===== src/rtl/logic_unit_arbiter.sv =====
// Round-robin arbiter sharing one bitwise logic slice (AND/OR/XOR/NOR) among
// four requesters, with a one-cycle ack pulse and a registered valid/ready response.
module logic_unit_arbiter #(
    parameter int WIDTH = 32,
    parameter int CNTW  = 16
) (
    input  logic                 clk,
    input  logic                 rst,
    input  logic [3:0]           req,
    input  logic [4*WIDTH-1:0]   req_a,
    input  logic [4*WIDTH-1:0]   req_b,
    input  logic [7:0]           req_op,
    output logic [3:0]           ack,
    output logic                 rsp_valid,
    input  logic                 rsp_ready,
    output logic [1:0]           rsp_id,
    output logic [WIDTH-1:0]     rsp_y,
    output logic                 busy,
    output logic [CNTW-1:0]      op_count
);

    typedef enum logic [1:0] {
        IDLE = 2'd0,
        EXEC = 2'd1,
        RESP = 2'd2
    } state_t;

    state_t             state_r;
    state_t             state_nxt_s;
    logic [1:0]         ptr_r;
    logic [WIDTH-1:0]   a_lat_r;
    logic [WIDTH-1:0]   b_lat_r;
    logic [1:0]         op_lat_r;
    logic [1:0]         id_lat_r;
    logic [3:0]         ack_r;
    logic               rsp_valid_r;
    logic [1:0]         rsp_id_r;
    logic [WIDTH-1:0]   rsp_y_r;
    logic [CNTW-1:0]    op_count_r;
    logic [3:0]         rot_s;
    logic [1:0]         off_s;
    logic [1:0]         win_idx_s;

    function automatic logic [WIDTH-1:0] logic_op(input logic [1:0] op,
                                                  input logic [WIDTH-1:0] a,
                                                  input logic [WIDTH-1:0] b);
        logic [WIDTH-1:0] y;
        case (op)
            2'b00:   y = a & b;
            2'b01:   y = a | b;
            2'b10:   y = a ^ b;
            2'b11:   y = ~(a | b);
            default: y = '0;
        endcase
        return y;
    endfunction

    // Rotate requests so bit 0 is the current highest-priority requester.
    assign rot_s = 4'({req, req} >> ptr_r);

    // Priority pick on the rotated vector, then map back to a requester index.
    always_comb begin
        off_s = 2'd0;
        casez (rot_s)
            4'b???1: off_s = 2'd0;
            4'b??10: off_s = 2'd1;
            4'b?100: off_s = 2'd2;
            4'b1000: off_s = 2'd3;
            default: off_s = 2'd0;
        endcase
        win_idx_s = ptr_r + off_s;
    end

    // State register.
    always_ff @(posedge clk or posedge rst) begin
        if (rst) begin
            state_r <= IDLE;
        end else begin
            state_r <= state_nxt_s;
        end
    end

    // Next-state logic.
    always_comb begin
        state_nxt_s = state_r;
        case (state_r)
            IDLE: begin
                if (|req) begin
                    state_nxt_s = EXEC;
                end else begin
                    state_nxt_s = IDLE;
                end
            end
            EXEC: state_nxt_s = RESP;
            RESP: begin
                if (rsp_ready) begin
                    state_nxt_s = IDLE;
                end else begin
                    state_nxt_s = RESP;
                end
            end
            default: state_nxt_s = IDLE;
        endcase
    end

    // Operand latching, result register, pointer and completion counter.
    always_ff @(posedge clk or posedge rst) begin
        if (rst) begin
            ptr_r       <= 2'd0;
            a_lat_r     <= '0;
            b_lat_r     <= '0;
            op_lat_r    <= 2'd0;
            id_lat_r    <= 2'd0;
            ack_r       <= 4'b0000;
            rsp_valid_r <= 1'b0;
            rsp_id_r    <= 2'd0;
            rsp_y_r     <= '0;
            op_count_r  <= '0;
        end else begin
            ack_r <= 4'b0000;
            case (state_r)
                IDLE: begin
                    if (|req) begin
                        a_lat_r  <= req_a[win_idx_s*WIDTH +: WIDTH];
                        b_lat_r  <= req_b[win_idx_s*WIDTH +: WIDTH];
                        op_lat_r <= req_op[win_idx_s*2 +: 2];
                        id_lat_r <= win_idx_s;
                        ack_r    <= 4'b0001 << win_idx_s;
                    end
                end
                EXEC: begin
                    rsp_y_r     <= logic_op(op_lat_r, a_lat_r, b_lat_r);
                    rsp_id_r    <= id_lat_r;
                    rsp_valid_r <= 1'b1;
                end
                RESP: begin
                    if (rsp_ready) begin
                        rsp_valid_r <= 1'b0;
                        op_count_r  <= op_count_r + {{(CNTW-1){1'b0}}, 1'b1};
                        // The requester just served drops to lowest priority.
                        ptr_r       <= id_lat_r + 2'd1;
                    end
                end
                default: ;
            endcase
        end
    end

    assign ack       = ack_r;
    assign rsp_valid = rsp_valid_r;
    assign rsp_id    = rsp_id_r;
    assign rsp_y     = rsp_y_r;
    assign op_count  = op_count_r;
    assign busy      = (state_r != IDLE);

endmodule


===== config.mk =====
export PLATFORM = sky130hd
export DESIGN_NAME = logic_unit_arbiter
export DESIGN_NICKNAME = d
export VERILOG_FILES = /design/src/rtl/logic_unit_arbiter.sv
export SDC_FILE = /design/constraint.sdc
export NUM_CORES = 1
export LEC_CHECK = 0
export ABC_AREA = 1
export CAP_MARGIN = 20
export CORE_ASPECT_RATIO = 1.75
export CORE_MARGIN = 2
export CORE_UTILIZATION = 25
export DETAILED_ROUTE_END_ITERATION = 10
export PLACE_DENSITY_LB_ADDON = 0.2
export SLEW_MARGIN = 20
export SYNTH_ARGS = -nofsm -noshare
export SYNTH_HDL_FRONTEND = slang
export SYNTH_SLANG_ARGS = --single-unit

===== constraint.sdc =====
create_clock -name clk -period 9.5 [get_ports clk]
set_clock_uncertainty 0.05 [all_clocks]
set_input_delay 1.9 -clock clk [delete_from_list [all_inputs] [get_ports clk]]
set_output_delay 1.9 -clock clk [all_outputs]
set_load 0.03 [all_outputs]

==> impl_metrics.ini, run 1 <==
[status]
status = finished, final reports clean

[synth]
synth-seq-cells = 127
synthAdderAreaFrac_pct = 8.72
synth_cell_types = 27
synth_mux_area_share_pct = 0
synth_area_um2 = 9480
synthesis.nets = 1827
synth_top_family_by_area = simple AND/OR/NAND/NOR gates
synth_seq_area_share_pct = 33.5
avgSynthCellArea_um2 = 6.36
synth_compound_area_share_pct = 8.05
synth-xor-area-share_pct = 1.39
postSynthCellCount = 1490
synthSimpleGateAreaFrac_pct = 40.4
yosys_warnings = 0

[grt]
use_met2_pct = 30.0
track_usage_pct = 16.6
grt_antenna_before_repair = 0
grt_use_met3_pct = 2.56
grt_overflow_total = 0
use_met1_pct = 20.1
busiest_layer = met2
grt_pass1_vias = 9762
grt_max_degree = 105
grt_pass1_wl_um = 51200

[placement]
io_buffers = 326
gp_congestion = 0.794
place_ws_ns = 3.97
dp_hpwl_um = 24500
placed_area_um2 = 13000

[worst_setup_path]
crit_top_cell = nand2_1
worst-path-buf-inv = 4
crit_fanout = 67
slowest_stage = buf_4
startpoint_type = primary input
path_class = in -> reg
end_kind = flip-flop
path_cells = clkdlybuf4s50_1 > nand2_1 > nand3_1 > nand2_1 > nand3_1 > a21boi_0 > ha_4 > xor2_1 > inv_2 > nand3_2 > buf_4 > nand2_2 > buf_4 > nand2_1 > nand2_1 > nand2_1 > nand2_1
critical_path.top_delay_family = buffers and inverters
critPathRequiredTime_ns = 9.77
cpPeakStageDelay_ns = 0.61
worstPathArrival_ns = 5.38

[finish]
antenna_cells = 0
multi_input_area_um2 = 5570
regArea_um2 = 3180
fill_cells = 4023
mostFrequentLayoutCells = nand2_1, clkdlybuf4s50_1, dfrtp_1, inv_1, o21ai_0
final_common_cell = nand2_1
nets = 2091
drive_above_1_share_pct = 3.96
area_growth_pct = 44.6
final_area_um2 = 13700

[floorplanning]
dieHeight_um = 262
die_x_um = 151
die_area_um2 = 39500
start_util_pct = 25.3
fp.coreArea_um2 = 37500
rows = 94
ios = 327

[timing]
maxSlewViolCount = 0
max_clock_freq_ghz = 0.196
final_hold_viol_count = 0
layout_setup_ws_ns = 4.39
slew-limit-headroom_pct = 30.9
setup_viol = 0
tightest_slew_ns = 1.04
min_period_over_period_pct = 53.8
fin_setup_tns_ns = 0
period_needed_ns = 5.11
rsz0062_at_grt = false
hold_ws_ns = 0.437

[detailed_routing]
drc = 0
wirelength_um = 32400
dr.pass1.iters = 5
first_iter_violations = 392
antenna_left = 0
avgRoutedWirePerCell_um = 14.4
via_count = 9847
vias_per_cell = 4.38

[flow_run]
maxCapViolCount = 0

[clock_network]
cts_buffers = 17
root_buffer = clkbuf_16
h-tree-depth = 4
cts_tree = done
post_cts_buffers = 0
insertion_delay_ns = 0.44
cts_resized = 0
clk_pin_slew_ns = 0.06
cts_buffer_depth = 2
cts_sinks = 127
hold_buffers = 0

[power]
ir_drop_mv = 0.300
leakagePower_nw = 7.03
powerDensity_nw_per_um2 = 401
fin_total_pwr_mw = 5.50

[hold_path]
hold_path.class = reg -> reg
-- cells in the mapped netlist, drive strengths merged --
cell / instances / share of area, %
nor2: 44 / 1.8
a22oi: 32 / 2.5
clkbuf: 62 / 2.5
nand3: 84 / 5.1
ha: 66 / 8.7
o21ai: 103 / 5.4
inv: 87 / 3.4
xor2: 12 / 1.1
nor3: 4 / 0.26
buf: 30 / 2.0
nand2: 831 / 33
a21boi: 1 / 0.079
nor3b: 1 / 0.079
xnor2: 3 / 0.28
nor4: 1 / 0.066
dfrtp: 127 / 34
nand4: 1 / 0.066
or2: 1 / 0.066
-- worst reg2reg max path, cell delays in order, from the launching register on --
cell	delay, ns
dfrtp_1	0.54
inv_2	0.10
nand2_1	0.09
nand3_1	0.07
nand2_1	0.09
nand3_1	0.07
a21boi_0	0.31
ha_4	0.19
xor2_1	0.25
inv_2	0.06
nand3_2	0.07
buf_4	0.61
nand2_2	0.40
buf_4	0.42
nand2_1	0.21
nand2_1	0.06
nand2_1	0.05
nand2_1	0.06
-- final timing paths --
path	from	endpoint	slack, ns	depth (start not counted)
setup reg to reg	ptr_r[0]$_DFFE_PP0P_	a_lat_r[21]$_DFFE_PP0P_	5.71	17
hold reg to reg	rsp_y[11]$_DFFE_PP0P_	rsp_y[11]$_DFFE_PP0P_	0.44	2
min in group asynchronous	rst	rsp_y[24]$_DFFE_PP0P_	1.84	2
setup / recovery	req[1]	a_lat_r[21]$_DFFE_PP0P_	4.39	17
max in group asynchronous	rst	op_lat_r[1]$_DFFE_PP0P_	6.15	3
hold / removal	rsp_y[11]$_DFFE_PP0P_	rsp_y[11]$_DFFE_PP0P_	0.44	2
-- layer usage --
metal  wire (um)  share of wire [%]
met2       16800                 52
met4         571                1.8
met5           0                  0
met3        1240                3.8
met1       13800                 43
-- where the power goes --
group          switching, mW  internal (mW)
Clock                  0.258          0.498
Combinational           2.54           1.23
Sequential             0.184          0.783
Total                   2.99           2.52
-- through the flow --
stage,std cells,utilization (%)
floorplan,1490,-
global placement,2215,34.7
detailed placement,2215,34.7
CTS,2246,36.5
global route,2246,36.5
finish,2246,36.5
-- state kept, by name, indices dropped and copies added, names as in the netlist --
name       flops
ack            4
b_lat_r       32
ptr_r          2
a_lat_r       32
op_count      16
rsp_y         32
op_lat_r       2
rsp_id         2
state_r        2
rsp_valid      1
id_lat_r       2
-- cells by family after synthesis --
family	Yosys count
buffers and inverters	179
AND/OR/NAND/NOR	967
flip-flops	127
XOR/XNOR	15
adder cells (fa/ha/maj)	66
AO/OA/AOI/OAI	136
-- area by class of cell --
| class | count | area share (%) |
|---|---|---|
| Inverter | 87 | 2.44 |
| Clock inverter | 13 | 1.73 |
| Sequential cell | 127 | 23.2 |
| Timing Repair Buffer | 337 | 24.4 |
| Multi-Input combinational cell | 1184 | 40.6 |
| Clock buffer | 18 | 3.20 |
| Tap cell | 480 | 4.38 |
Note: power is estimated with default switching activity, not from simulation.
==> inputs of run 2 (changes only) <==
==> constraint.sdc (replaced) <==
create_clock -name clk -period 4.59 [get_ports clk]
set_clock_uncertainty 0.05 [all_clocks]
set_input_delay 0.918 -clock clk [delete_from_list [all_inputs] [get_ports clk]]
set_output_delay 0.918 -clock clk [all_outputs]
set_load 0.03 [all_outputs]
==> run 2 against run 1 <==
  * First-iteration DRC count increased by 16%
  * Cell count increased by 0.27%
  * Count of clock-buffer cells in the layout unchanged
  * Critical endpoint is now a_lat_r[16]$_DFFE_PP0P_
  * Flip-flop and latch count unchanged
  * Global-route usage decreased by 0.084 points
==> impl_metrics.ini, run 2 (synthesis gave the netlist of run 1 again) <==
[grt]
track_usage_pct = 16.5
grt_max_degree = 112
grt_antenna_before_repair = 0
grt_overflow_total = 0
grt_pass1_vias = 9689
grt_pass1_wl_um = 51100

[detailed_routing]
wl_met3_um = 1470
met2_wirelength_um = 16200
first_iter_violations = 456
drc = 0
via_count = 9947
drt-met1-wl_um = 13900
top_layer = met4
wirelength_um = 32500
avgRoutedWirePerCell_um = 14.4
dr.pass1.iters = 5
vias_per_cell = 4.42
antenna_left = 0

[hold_path]
holdPathStages = 2
hold_path_startpoint = rsp_y[4]$_DFFE_PP0P_
hold_path.class = reg -> reg
whs_endpoint = rsp_y[4]$_DFFE_PP0P_

[timing]
fin_setup_tns_ns = 0
final_hold_viol_count = 0
period_needed_ns = 3.55
setup_viol = 0
min_period_over_period_pct = 77.3
slew-limit-headroom_pct = 34.0
rsz0062_at_grt = false
tightest_slew_ns = 0.989
maxSlewViolCount = 0
max_clock_freq_ghz = 0.282

[finish]
antenna_cells = 0
area_growth_pct = 44.9
mostFrequentLayoutCells = nand2_1, clkdlybuf4s50_1, dfrtp_1, inv_1, o21ai_0
nets = 2096
final_core_util_pct = 36.6
final_common_cell = nand2_1
drive_above_1_share_pct = 4.23

[worst_setup_path]
reg2reg_depth = 16
path_class = in -> reg
worstSetupStartpoint = req[1]
critPathRequiredTime_ns = 4.92
worstPathArrival_ns = 3.88
crit_fanout = 70
r2r_end = a_lat_r[16]$_DFFE_PP0P_
r2r-start = ptr_r[0]$_DFFE_PP0P_
end_kind = flip-flop
r2r_setup_slack_ns = 1.40
startpoint_type = primary input

[clock_network]
root_buffer = clkbuf_16
post_cts_buffers = 0
h-tree-depth = 4
clk_pin_slew_ns = 0.06
insertion_delay_ns = 0.44
hold_buffers = 0
cts_buffer_depth = 2
cts_sinks = 127
cts_resized = 0
cts_buffers = 17
cts_tree = done

[power]
ir_drop_mv = 0.721
leakagePower_nw = 7.04
powerDensity_nw_per_um2 = 831

[floorplanning]
die_area_um2 = 39500
fp.coreArea_um2 = 37500
dieHeight_um = 262
rows = 94
die_x_um = 151
ios = 327
start_util_pct = 25.3

[placement]
gp_congestion = 0.822
io_buffers = 326
dp_hpwl_um = 24700

[status]
status = finished, final reports clean

[flow_run]
maxCapViolCount = 0
==> run 2: report_power, final <==
group / internal [mW] / switching (mW) / total [mW]
logic: 2.71 / 5.25 / 7.96
registers: 1.62 / 0.463 / 2.08
clock network: 0.807 / 0.562 / 1.37
total: 5.14 / 6.28 / 11.4
==> run 2: worst max path at each step <==
stage / end / slack [ns] / cells past startpoint
global route: op_lat_r[0]$_DFFE_PP0P_ / 0.80 / 16
finish: a_lat_r[16]$_DFFE_PP0P_ / 1.04 / 16
CTS: a_lat_r[16]$_DFFE_PP0P_ / 1.02 / 16
floorplan: a_lat_r[0]$_DFFE_PP0P_ / 0.24 / 1
detailed placement: a_lat_r[16]$_DFFE_PP0P_ / 0.56 / 16
global placement: a_lat_r[28]$_DFFE_PP0P_ / 0.63 / 16
==> run 2: cell type report <==
cell class / count / area [um2]
clock buffers: 18 / 429
clock inverters: 14 / 160
fillers: 3985 / 23800
inverters: 87 / 334
multi-input cells: 1184 / 5570
flip-flops and latches: 127 / 3180
well taps: 480 / 601
repair buffers: 342 / 3460
==> run 2: critical path: stages <==
cell and delay, ns:
clkdlybuf4s50_1 0.45, nand2_1 0.10, nand3_1 0.09, nand2_1 0.11
nand3_1 0.07, a21boi_0 0.29, ha_4 0.19, xor2_1 0.09
inv_2 0.07, nand3_2 0.48, nand2_2 0.28, buf_12 0.28
nand2_1 0.09, nand2_1 0.13, nand2_1 0.07, nand2_1 0.08
==> run 2: stage by stage <==
stage	hold WS [ns]	std cells	setup WS [ns]	cell area (um2)	power, mW
2_1_floorplan	0.409	1490	0.238	9480	7.68
3_3_place_gp	0.422	2220	0.633	13100	10.1
3_5_place_dp	0.428	2220	0.555	13100	10.2
4_1_cts	0.444	2252	1.02	13700	11.6
5_1_grt	0.458	2252	0.799	13700	12.8
6_report	0.439	2252	1.04	13700	11.4
==> run 2: per-layer routing <==
layer  up-vias  GRT usage, %
met2       265          28.3
li1       5163             -
met1      4476          20.6
met3        43          2.89
met4         0          6.31
met5         -             0
